==> src/rtl/comar_nor_arbiter.sv <==
// Round-robin front end that shares one 2-share COMAR NOR gadget among
// NUM_REQ requesters. It contains the issue register, the fresh-mask LFSR
// with the common-mask register, the tag pipeline and the registered response.
module comar_nor_arbiter #(
  parameter int unsigned NUM_REQ = 4,
  parameter int unsigned OPT     = 0,
  parameter logic [31:0] SEED    = 32'h1ACE_B00C
) (
  input  logic                       clk,
  input  logic                       rst_n,
  input  logic [NUM_REQ-1:0]         req_valid,
  output logic [NUM_REQ-1:0]         req_ready,
  input  logic [2*NUM_REQ-1:0]       req_a,
  input  logic [2*NUM_REQ-1:0]       req_b,
  output logic [1:0]                 g_a,
  output logic [1:0]                 g_b,
  output logic [5:0]                 g_r,
  output logic                       g_common_out,
  input  logic [1:0]                 g_c,
  output logic                       rsp_valid,
  output logic [$clog2(NUM_REQ)-1:0] rsp_id,
  output logic [1:0]                 rsp_c,
  output logic                       busy
);

  localparam int unsigned     ID_W     = $clog2(NUM_REQ);
  localparam logic [ID_W-1:0] PTR_INIT = ID_W'(NUM_REQ - 1);

  logic [ID_W-1:0] ptr_q;
  logic [ID_W-1:0] winner;
  logic            found;
  logic            slot_free;
  logic            hs;
  logic [1:0]      sel_a;
  logic [1:0]      sel_b;
  int unsigned     idx;

  logic            issue_v_q;
  logic [ID_W-1:0] issue_tag_q;
  logic [1:0]      ga_q;
  logic [1:0]      gb_q;

  logic [2:0]      pipe_v_q;
  logic [ID_W-1:0] pipe_tag_q [3];

  logic [31:0]     lfsr_q;
  logic            cm_q;

  // Round-robin search starting just after the pointer, wrapping cyclically.
  always_comb begin
    found  = 1'b0;
    winner = ptr_q;
    sel_a  = '0;
    sel_b  = '0;
    idx    = 0;
    for (int unsigned k = 1; k <= NUM_REQ; k++) begin
      idx = 32'(ptr_q) + k;
      if (idx >= NUM_REQ) idx = idx - NUM_REQ;
      if (!found && req_valid[idx[ID_W-1:0]]) begin
        found  = 1'b1;
        winner = idx[ID_W-1:0];
        sel_a  = req_a[2*idx +: 2];
        sel_b  = req_b[2*idx +: 2];
      end
    end
  end

  // In the optimized gadget mode operands must be held for two cycles, so an
  // issue in the previous cycle blocks a grant in this one.
  always_comb begin
    slot_free = (OPT == 0) ? 1'b1 : ~issue_v_q;
    hs        = found & slot_free;
    req_ready = '0;
    if (hs) req_ready[winner] = 1'b1;
  end

  always_ff @(posedge clk or negedge rst_n) begin
    if (!rst_n) begin
      ptr_q       <= PTR_INIT;
      issue_v_q   <= 1'b0;
      issue_tag_q <= '0;
      ga_q        <= '0;
      gb_q        <= '0;
    end else begin
      issue_v_q <= hs;
      if (hs) begin
        ptr_q       <= winner;
        issue_tag_q <= winner;
        ga_q        <= sel_a;
        gb_q        <= sel_b;
      end
    end
  end

  always_ff @(posedge clk or negedge rst_n) begin
    if (!rst_n) begin
      pipe_v_q      <= '0;
      pipe_tag_q[0] <= '0;
      pipe_tag_q[1] <= '0;
      pipe_tag_q[2] <= '0;
      rsp_valid     <= 1'b0;
      rsp_id        <= '0;
      rsp_c         <= '0;
    end else begin
      pipe_v_q      <= {pipe_v_q[1:0], issue_v_q};
      pipe_tag_q[0] <= issue_tag_q;
      pipe_tag_q[1] <= pipe_tag_q[0];
      pipe_tag_q[2] <= pipe_tag_q[1];
      rsp_valid     <= pipe_v_q[2];
      if (pipe_v_q[2]) begin
        rsp_id <= pipe_tag_q[2];
        rsp_c  <= g_c;
      end
    end
  end

  // The XOR of g_r[5:2] reduces to lfsr[5], so registering that bit yields
  // next cycle's common output mask.
  always_ff @(posedge clk or negedge rst_n) begin
    if (!rst_n) begin
      lfsr_q <= SEED;
      cm_q   <= 1'b0;
    end else begin
      lfsr_q <= {lfsr_q[30:0], lfsr_q[31] ^ lfsr_q[21] ^ lfsr_q[1] ^ lfsr_q[0]};
      cm_q   <= lfsr_q[5];
    end
  end

  assign g_a          = ga_q;
  assign g_b          = gb_q;
  assign g_r          = {lfsr_q[2] ^ lfsr_q[3] ^ lfsr_q[4] ^ lfsr_q[5], lfsr_q[4:0]};
  assign g_common_out = cm_q;
  assign busy         = issue_v_q | (|pipe_v_q);

endmodule

==> config.mk <==
export PLATFORM = sky130hd
export DESIGN_NAME = comar_nor_arbiter
export DESIGN_NICKNAME = d
export VERILOG_FILES = /design/src/rtl/comar_nor_arbiter.sv
export SDC_FILE = /design/constraint.sdc
export NUM_CORES = 1
export LEC_CHECK = 0
export BUFFER_PORTS_ARGS = -buffer_cell sky130_fd_sc_hd__buf_2
export CAP_MARGIN = 20
export CORE_MARGIN = 3
export CORE_UTILIZATION = 56
export DETAILED_ROUTE_END_ITERATION = 6
export GPL_TIMING_DRIVEN = 0
export PLACE_DENSITY = 0.85
export SLEW_MARGIN = 20
export SYNTH_ARGS = -nofsm -noshare
export SYNTH_HDL_FRONTEND = slang
export SYNTH_SLANG_ARGS = --single-unit
==> constraint.sdc <==
create_clock -name clk -period 3.73 [get_ports clk]
set_input_delay 0.746 -clock clk [delete_from_list [all_inputs] [get_ports clk]]
set_output_delay 0.746 -clock clk [all_outputs]
set_load 0.01 [all_outputs]
---- Yosys cells after proc, flatten, opt, wreduce, memory -nomap -nowiden ----
Cells that the tools add are included.
storage, ports and cells
  logic and storage cells ................. 86
  output and inout port bits .............. 21
  register bits ........................... 56
operators by class
  reduce and logical (&&, ||, !) cells .... 8
  bitwise operators ....................... 7
  order comparisons ....................... 10
  add/subtract/negate cells ............... 8
  shift operators ......................... 8
  multiplexer cells ....................... 31
operator list
  cell                   count
  $shiftx A8 B33 Y2      8
  $mux W31               4
  $mux W2                12
  $lt A2 B3 Y1 const B   5
  $sub A3 B3 Y4 const B  3
  $ge A3 B3 Y1 const B   3
  $mux W1                9
  $bmux W1 S2            4
  $add A2 B2 Y3 const B  2
  $xor A1 B1 Y1          6
  $sub A4 B3 Y5 const B  1
  $add A2 B3 Y4 const B  1
  $ge A4 B3 Y1 const B   1
  $logic_and A1 B1 Y1    4
  $mux W4                1
  $add A2 B1 Y3 const B  1
  $logic_not A1 Y1       3
  $reduce_or A3 Y1       1
  $demux W1 S2           1
  $ge A2 B1 Y1 const B   1
  $or A1 B1 Y1           1

---- Logic depth before layout (Yosys ltp) ----
Gate-level depths: netlist of the first run.
  depth in word-level cells ............... 20
  mapped depth ............................ 11
  gate-level depth less buffers ........... 7

---- Worst setup path after synthesis of the first run ----
OpenSTA, ideal clock, no wires.
  path type ............................... flip-flop to output port
  from .................................... register ptr_q[1]
  to ...................................... output req_ready[0]
  path buffers ............................ 4
  slack ................................... 0.575 ns
  data required time ...................... 2.984 ns
  stages on the path, launching flop included .. 10
  arrival ................................. 2.409 ns
  cells stage by stage .................... dfstp_2 > buf_2 > buf_6 > inv_1 > ha_1 > clkbuf_1 > clkbuf_1 > nand3_1 > a222oi_1 > nor2_1
on the way
  longest elaborated chain between the ends .. 20
  elaborated cells on any way between the ends .. 44
ends and longest elaborated chain
  element                                                             RTL line  RTL
  from (decl)                                                         29        logic [ID_W-1:0] ptr_q;
  from (signal assigned)                                              87        ptr_q <= winner;
  $add A2 B1 Y3                                                       57        idx = 32'(ptr_q) + k;
  $sub A3 B3 Y4 or $ge A3 B3 Y1 (tied branches)                       58        if (idx >= NUM_REQ) idx = idx - NUM_REQ;
  $mux W31                                                            58
  $bmux W1 S2                                                         59        if (!found && req_valid[idx[ID_W-1:0]]) begin
  $mux W1 (implied by the code)                                       59
  $mux W1                                                             59
  $logic_not A1 Y1                                                    59
  $logic_and A1 B1 Y1                                                 59
  [... 4 more ...]                                                    -
  $logic_not A1 Y1                                                    59
  $logic_and A1 B1 Y1                                                 59
  $mux W2                                                             59
  $lt A2 B3 Y1 (implied by the code) or $ge A2 B1 Y1 (tied branches)  74        if (hs) req_ready[winner] = 1'b1;
  $logic_and A1 B1 Y1 (implied by the code)                           74
  $mux W1 (implied by the code)                                       74
  $demux W1 S2                                                        74
  $mux W4 *                                                           74
  to (decl)                                                           12        output logic [NUM_REQ-1:0] req_ready,
Every way passes the cells marked *; elsewhere a longest branch is shown, timed or not. The select of a mux whose other input is x is not followed.

---- Final worst setup path of the first run ----
  from .................................... register ptr_q[1]
  to ...................................... output req_ready[2]
The elaborated chain is that of the path after synthesis.

==> results by group, run 1 <==
Clock network
  • Worst skew pair latency: around 0.3 ns
  • H-tree levels: 2
  • Num Clock Sinks: 55
  • Max clock buf depth: 2
  • Clock root buffer: clkbuf_8
  • Clock transition at path regs: ~0.09 ns
  • CTS tree: yes
  • # hold bufs at CTS: 0
  • Clock buffers created by TritonCTS: 5

Pwr
  • Pwr dens: 741 nW/um^2
  • Sw frac: about two fifths
  • Psw: around 920 uW
  • Pleak: 1.46 nW
  • Clock power share: roughly an eighth
  • Seq pwr share: 32.6%
  • Combinational power share: around 54%
  • Worst vdd ir: 0.395 mV
  • P_int: ~1.4 mW

Timing
  • Final min period: approximately 3.6 ns
  • RSZ-0062 raised after global routing: false
  • Fin. Hold Viols: 0
  • Final WS setup: roughly 0.10 ns
  • Final slew viol count: 0
  • Slew margin rel.: between 50% and 60%
  • Worst-Margin Slew: around 0.63 ns
  • Fin crit share: between 90% and 100%
  • Hold_ws: 0.355 ns
  • Final setup violation count: 0
  • Skew final: about 0.0065 ns
  • Max frequency: about 280 MHz

Floorplanning
  • Number of top-level pins: 45
  • Row Count: 25
  • Core box area: roughly 4800 sq um
  • Die X: between 70 and 80 um
  • Area of the die: about 5900 sq um
  • Die Ht: around 77 um
  • Initial Utilization: approximately three fifths

Yosys
  • Synth area leader: dfrtp_1
  • Synth warn: 0
  • Syn Area/Cell: roughly 12 sq um
  • Synth area leaders: dfrtp_1 (36%), dfstp_2 (14%), mux4_2 (6.5%)
  • Number of enable flip-flop cells after synthesis: 0
  • Commonest register cell after synthesis: dfrtp_1
  • Syn_nets: about 260
  • Mapped Area: around 2800 sq um
  • Yosys reg bits: 55
  • Async set or reset register ratio after synthesis: between 90% and 100%
  • Yosys cell types: 59
  • Mapped Cells: 230
  • Post-synthesis sequential area ratio: 50.1%
  • Yosys top cell area share: between 30% and 40%

Placement
  • Pre-CTS setup slack: -0.174 ns
  • HPWL after DPL: ~4000 um
  • Placed cell count: approximately 340
  • Dpl cell area: around 3000 sq um
  • I/O Buffers: 41
  • GPL Wtd Cong: about 0.95

Layout
  • Ant. Diodes: 0
  • Final nets: approximately 300
  • Share of layout cells above drive strength 1: between 30 and 40%
  • Final Util: between 60% and 70%
  • Area grow syn2layout: 14.2%
  • Final non-filler cell total: roughly 350
  • Post-route cell area: between 3000 and 4000 sq um

Worst setup path
  • RR Startpoint: ptr_q[1]
  • Critical path required time: 2.98 ns
  • Critical Path AT: between 2 and 3 ns
  • Worst R2R Setup Slack: between 1 and 1.5 ns
  • Worst R2R End: g_b[0]
  • Type of the worst setup path: register to output pin
  • Worst reg-to-reg path cell count: 8
  • Maximum fanout along the worst path: 11
  • CP Capture Type: output pin
  • Setup crit start kind: register

Global route
  • Largest net degree at the start of global routing: 56
  • First-pass GRT wire length: between 9000 and 10000 um
  • Initial antenna violation count: 0
  • Overall routing resource usage: between 20% and 30%
  • Total grt overflow: 0
  • Vias in the first global route: slightly below 2000

Hold path
  • Worst Hold Path EP: pipe_tag_q[2]
  • Hold_sp: pipe_tag_q[4]
  • Hold/Removal Path Class: register to register
  • WHS Path Cells: 0

Routing
  • Post-route DRC: 0
  • Vias: 2038
  • Routed Antenna Nets: 0
  • Pre-Repair DR Iteration Count: 5
  • 1st-iter DRT viols: ~110
  • Via density: roughly 5.9
  • Total wire length: 5670 um
  • DR WL/cell: about 16 um

Flow run
  • Maxcap violations: 0

Outcome
  • Outcome: complete, no violations
[routing by layer]
metal  vias to the layer above  share of wire [%]  global-route usage (%)  wire length (um)
li1                        933                  -                       -                 -
met2                       126                 46                    31.0              2630
met5                         -                  0                       0                 0
met3                        15                8.9                    3.66               506
met4                         0                2.3                    8.33               129
met1                       964                 42                    28.8              2400
[logic make-up (layout without fill, tap and decap cells)]
| logic type | count (synthesis) | after routing | synth area share (%) |
|---|---|---|---|
| AOI/OAI and AO/OA | 51 | 51 | 12.8 |
| buffers and inverters | 31 | 79 | 6.34 |
| DFF | 55 | 55 | 50.1 |
| adders and majority gates | 5 | 5 | 2.25 |
| muxes | 31 | 31 | 16.8 |
| xor gates and xnor gates | 6 | 6 | 1.89 |
| and+or+nand+nor | 51 | 51 | 9.84 |
[synthesized netlist by cell type, types with 3 or more instances]
cell type	n
dfrtp_1	40
a32oi_1	3
buf_2	8
a31oi_1	3
ha_1	5
a21oi_1	8
nand2_1	9
clkbuf_1	6
mux2_2	7
nand2b_1	5
nand3_1	5
o21ai_0	11
mux2i_1	13
nor2_1	15
dfstp_2	15
inv_1	7
mux4_2	8
o22ai_1	4
xnor2_1	4
mux4_1	3
buf_4	5
[timing repair]
| action | 4_1_cts | 5_1_grt |
|---|---|---|
| resized for setup | 4 | 0 |
| setup endpoints to repair | 4 | 2 |
| pin swaps | 1 | 0 |
| buffers inserted | 1 | 0 |
[area by class of cell]
type                    instances  area, sq um
flip-flops and latches         55         1400
inverters                       8         30.0
repair buffers                 42          215
plain buffers                  21          141
well taps                      67         83.8
fillers                       369         1570
clock buffers                   6         72.6
multi-input cells             144         1220
clock inverters                 2         17.5
[sequential cells by signal (all words and copies together), names as in the netlist]
name         cells
g_a              2
g_b              2
issue_tag_q      2
issue_v_q        1
lfsr_q          32
pipe_tag_q       6
pipe_v_q         3
ptr_q            2
rsp_c            2
rsp_id           2
rsp_valid        1
[metrics by stage]
step | total power, mW | setup TNS, ns
after CTS | 2.35 | 0
after floorplan | 1.66 | 0
after global placement | 1.96 | -0.319
after detailed placement | 1.98 | -0.324
after global routing | 2.50 | 0
final | 2.36 | 0
[worst max path at each step]
stage	start	endpoint	slack, ns	cells after the start
final	ptr_q[1]	req_ready[2]	0.10	9
after floorplan	ptr_q[1]	req_ready[0]	0.57	9
after detailed placement	ptr_q[1]	req_ready[0]	-0.17	10
after global routing	ptr_q[1]	req_ready[2]	0.05	9
after global placement	ptr_q[1]	req_ready[0]	-0.16	10
after CTS	ptr_q[1]	req_ready[2]	0.11	10
[placed cells by master, fill, tap and decap left out, types with 8 or more instances in the layout]
cell / instances
a21oi_1: 8
nand2_1: 9
dfstp_2: 15
mux4_2: 8
nor2_1: 15
buf_2: 47
mux2i_1: 13
dfrtp_1: 40
o21ai_0: 11
[critical path, stage by stage, from the launching register on]
cell	delay, ns
dfstp_2	0.70
buf_6	0.20
inv_1	0.18
ha_4	0.41
clkbuf_4	0.25
nand3_1	0.09
a222oi_1	0.36
buf_4	0.19
nor2_1	0.04
buf_2	0.15
[power by group through the flow]
stage	clock (mW)	combinational [mW]	sequential [mW]
floorplan	0	0.894	0.766
global placement	0	1.20	0.761
detailed placement	0	1.22	0.765
CTS	0.326	1.27	0.754
global route	0.349	1.37	0.785
finish	0.314	1.27	0.769
Note: power is estimated with default switching activity, not from simulation.
==> run 2: changes to the inputs <==
--- a/config.mk
+++ b/config.mk
@@ -8,10 +8,11 @@
 export BUFFER_PORTS_ARGS = -buffer_cell sky130_fd_sc_hd__buf_2
 export CAP_MARGIN = 20
 export CORE_MARGIN = 3
-export CORE_UTILIZATION = 56
+export CORE_UTILIZATION = 51
 export DETAILED_ROUTE_END_ITERATION = 6
 export GPL_TIMING_DRIVEN = 0
-export PLACE_DENSITY = 0.85
+export HOLD_SLACK_MARGIN = 0.08
+export PLACE_DENSITY = 0.82
 export SLEW_MARGIN = 20
 export SYNTH_ARGS = -nofsm -noshare
 export SYNTH_HDL_FRONTEND = slang
==> constraint.sdc (replaced) <==
create_clock -name clk -period 3 [get_ports clk]
set_input_delay 0.6 -clock clk [delete_from_list [all_inputs] [get_ports clk]]
set_output_delay 0.6 -clock clk [all_outputs]
set_load 0.01 [all_outputs]
==> results by group, run 2 (synthesis results as in run 1) <==
Outcome
  • Outcome: complete, no violations

Pwr
  • Worst vdd ir: 0.602 mV (+52%)
  • Pwr dens: 988 nW/um^2 (+33%)
  • Seq pwr share: 27.8% (-4.8 points)
  • P_int: 2.11 mW (+47%)
  • Combinational power share: 57.9% (+3.9 points)
  • Sw frac: 36.5% (-2.6 points)
  • Clock power share: 14.3% (+1.0 points)
  • Psw: 1.21 mW (+32%)
  • Pleak: 1.56 nW (+6.3%)

Placement
  • Dpl cell area: 3080 sq um (+0.16%)
  • GPL Wtd Cong: 0.949 (-0.30%)
  • I/O Buffers: 41 (unchanged)
  • HPWL after DPL: 4110 um (+2.1%)
  • Pre-CTS setup slack: -0.653 ns (-0.479 ns)

Layout
  • Fillers: 406 (+10%)
  • Biggest regs: lfsr_q: 32 flops, pipe_tag_q: 6 flops, pipe_v_q: 3 flops
  • Biggest register: lfsr_q
  • Ant. Diodes: 0 (unchanged)
  • Max FFs per register: 32 (unchanged)
  • Post-route cell area: 3370 sq um (+5.9%)
  • Most frequent cells in the layout: buf_2 (45), dfrtp_1 (40), buf_4 (25)
  • Final nets: 322 (+5.2%)
  • Share of layout cells above drive strength 1: 42.2% (+5.1 points)
  • Area grow syn2layout: 20.9%
  • Most common cell after layout, fill and taps aside: buf_2

Floorplanning
  • Row Count: 26 (+4.0%)
  • Area of the die: 6380 sq um (+9.0%)
  • Core box area: 5200 sq um (+9.5%)
  • Number of top-level pins: 45 (unchanged)
  • Die Ht: 79.9 um (+4.4%)
  • Die X: 79.9 um (+4.4%)
  • Initial Utilization: 53.5% (-5.1 points)

Hold path
  • Hold/Removal Path Class: input port to asynchronous set/reset pin

Timing
  • Final setup violation count: 0 (unchanged)
  • Fin crit share: between 90% and 100%
  • Final WS setup: 0.00550 ns (-0.0985 ns)
  • Fin. Hold Viols: 0 (unchanged)
  • Final slew viol count: 0 (unchanged)
  • Hold_ws: 0.323 ns (-0.0317 ns)
  • Final min period: between 2 and 3 ns
  • RSZ-0062 raised after global routing: true
  • Max frequency: about 330 MHz
  • Skew final: 0.0120 ns (+0.00548 ns)
  • Slew margin rel.: 54.4% (-3.4 points)
  • Worst-Margin Slew: 0.678 ns (+0.0449 ns)

Clock network
  • CTS tree: yes
  • Num Clock Sinks: 55 (unchanged)
  • Clock root buffer: clkbuf_8
  • Worst skew pair latency: 0.30 ns (about the same)
  • H-tree levels: 2 (unchanged)
  • Clock buffers created by TritonCTS: 5 (unchanged)
  • Clock transition at path regs: 0.10 ns (about the same)
  • Max clock buf depth: 2 (unchanged)

Worst setup path
  • Setup crit start kind: register
  • CP Capture Type: output pin
  • Critical Path AT: 2.39 ns (-0.49 ns)
  • Type of the worst setup path: register to output pin
  • Maximum fanout along the worst path: 4 (-7)
  • Critical path required time: 2.40 ns (-0.58 ns)

Routing
  • 1st-iter DRT viols: 146 (+34%)
  • Via density: 5.79 (-1.9%)
  • Pre-Repair DR Iteration Count: 5 (unchanged)
  • Routed Antenna Nets: 0 (unchanged)
  • Post-route DRC: 0 (unchanged)
  • DR WL/cell: 16.5 um (+0.70%)
  • Vias: 2109 (+3.5%)
  • Total wire length: 6020 um (+6.2%)

Flow run
  • Maxcap violations: 0 (unchanged)

Global route
  • First-pass GRT wire length: 9760 um (+2.1%)
  • Overall routing resource usage: 19.9% (-0.41 points)
  • Initial antenna violation count: 0 (unchanged)
  • Vias in the first global route: 1973 (+1.2%)
  • Total grt overflow: 0 (unchanged)
  • Largest net degree at the start of global routing: 56 (unchanged)
==> run 2: cell count changes in the layout (fill, tap and decap cells not counted), sizes merged <==
cell / previous run / this run
buf: 58 / 73
clkinv: 2 / 0
clkinvlp: 0 / 2
bufinv: 0 / 1
clkbuf: 11 / 12
inv: 8 / 7
==> run 2: cell type report <==
| class | count | area, sq um | area share [%] |
|---|---|---|---|
| Inverter | 8 | 37.5 | 1.11 |
| Multi-Input combinational cell | 144 | 1230 | 36.6 |
| Clock inverter | 2 | 38.8 | 1.15 |
| Sequential cell | 55 | 1400 | 41.4 |
| Clock buffer | 6 | 72.6 | 2.16 |
| Buffer | 20 | 160 | 4.76 |
| Timing Repair Buffer | 59 | 343 | 10.2 |
| Tap cell | 70 | 87.6 | 2.60 |
==> run 2: stage by stage <==
stage | utilization, % | power, mW | TNS [ns] | cells
floorplan | - | 2.07 | 0 | 230
global placement | 59.1 | 2.43 | -2.05 | 341
detailed placement | 59.1 | 2.47 | -2.33 | 341
CTS | 63.6 | 3.23 | 0 | 358
global route | 64.7 | 3.54 | -0.140 | 364
finish | 64.7 | 3.33 | 0 | 364
==> run 2: worst paths after layout <==
check                      cells past startpoint  slack (ns)           from       endpoint
min in group clk                               0        0.35  pipe_tag_q[2]  pipe_tag_q[0]
hold reg to reg                                0        0.35  pipe_tag_q[2]  pipe_tag_q[0]
setup reg to reg                              10        0.61       ptr_q[0]         g_b[0]
setup / recovery                               9       0.005       ptr_q[0]   req_ready[2]
hold / removal                                 1        0.32          rst_n     lfsr_q[11]
max in group asynchronous                      1        2.26          rst_n    pipe_v_q[0]
==> run 2: critical path, cell delays in order, from the launching register on <==
cell        delay [ns]
dfstp_2           0.57
buf_6             0.12
buf_12            0.10
clkinvlp_4        0.09
ha_4              0.27
a221o_1           0.26
a222oi_1          0.32
buf_4             0.18
nor2_1            0.03
buf_2             0.13
==> run 2: layer usage <==
layer,GRT usage [%],wire length [um],vias to the layer above,share of wire (%)
li1,-,-,970,-
met1,28.3,2470,1014,41
met2,30.8,2880,113,48
met3,3.05,542,12,9.0
met4,7.43,133,0,2.2
met5,0,0,-,0
==> run 2: power by group through the flow <==
stage          Clock, mW  Combinational (mW)  Sequential, mW
2_1_floorplan          0                1.11           0.953
3_3_place_gp           0                1.49           0.947
3_5_place_dp           0                1.52           0.954
4_1_cts            0.490                1.82           0.928
5_1_grt            0.520                2.08           0.938
6_report           0.474                1.93           0.926
==> run 2: timing repair <==
action	4_1_cts	5_1_grt
buffers inserted	11	7
setup endpoints to repair	6	4
resized for setup	10	3
hold buffers	0	0
pin swaps	2	3
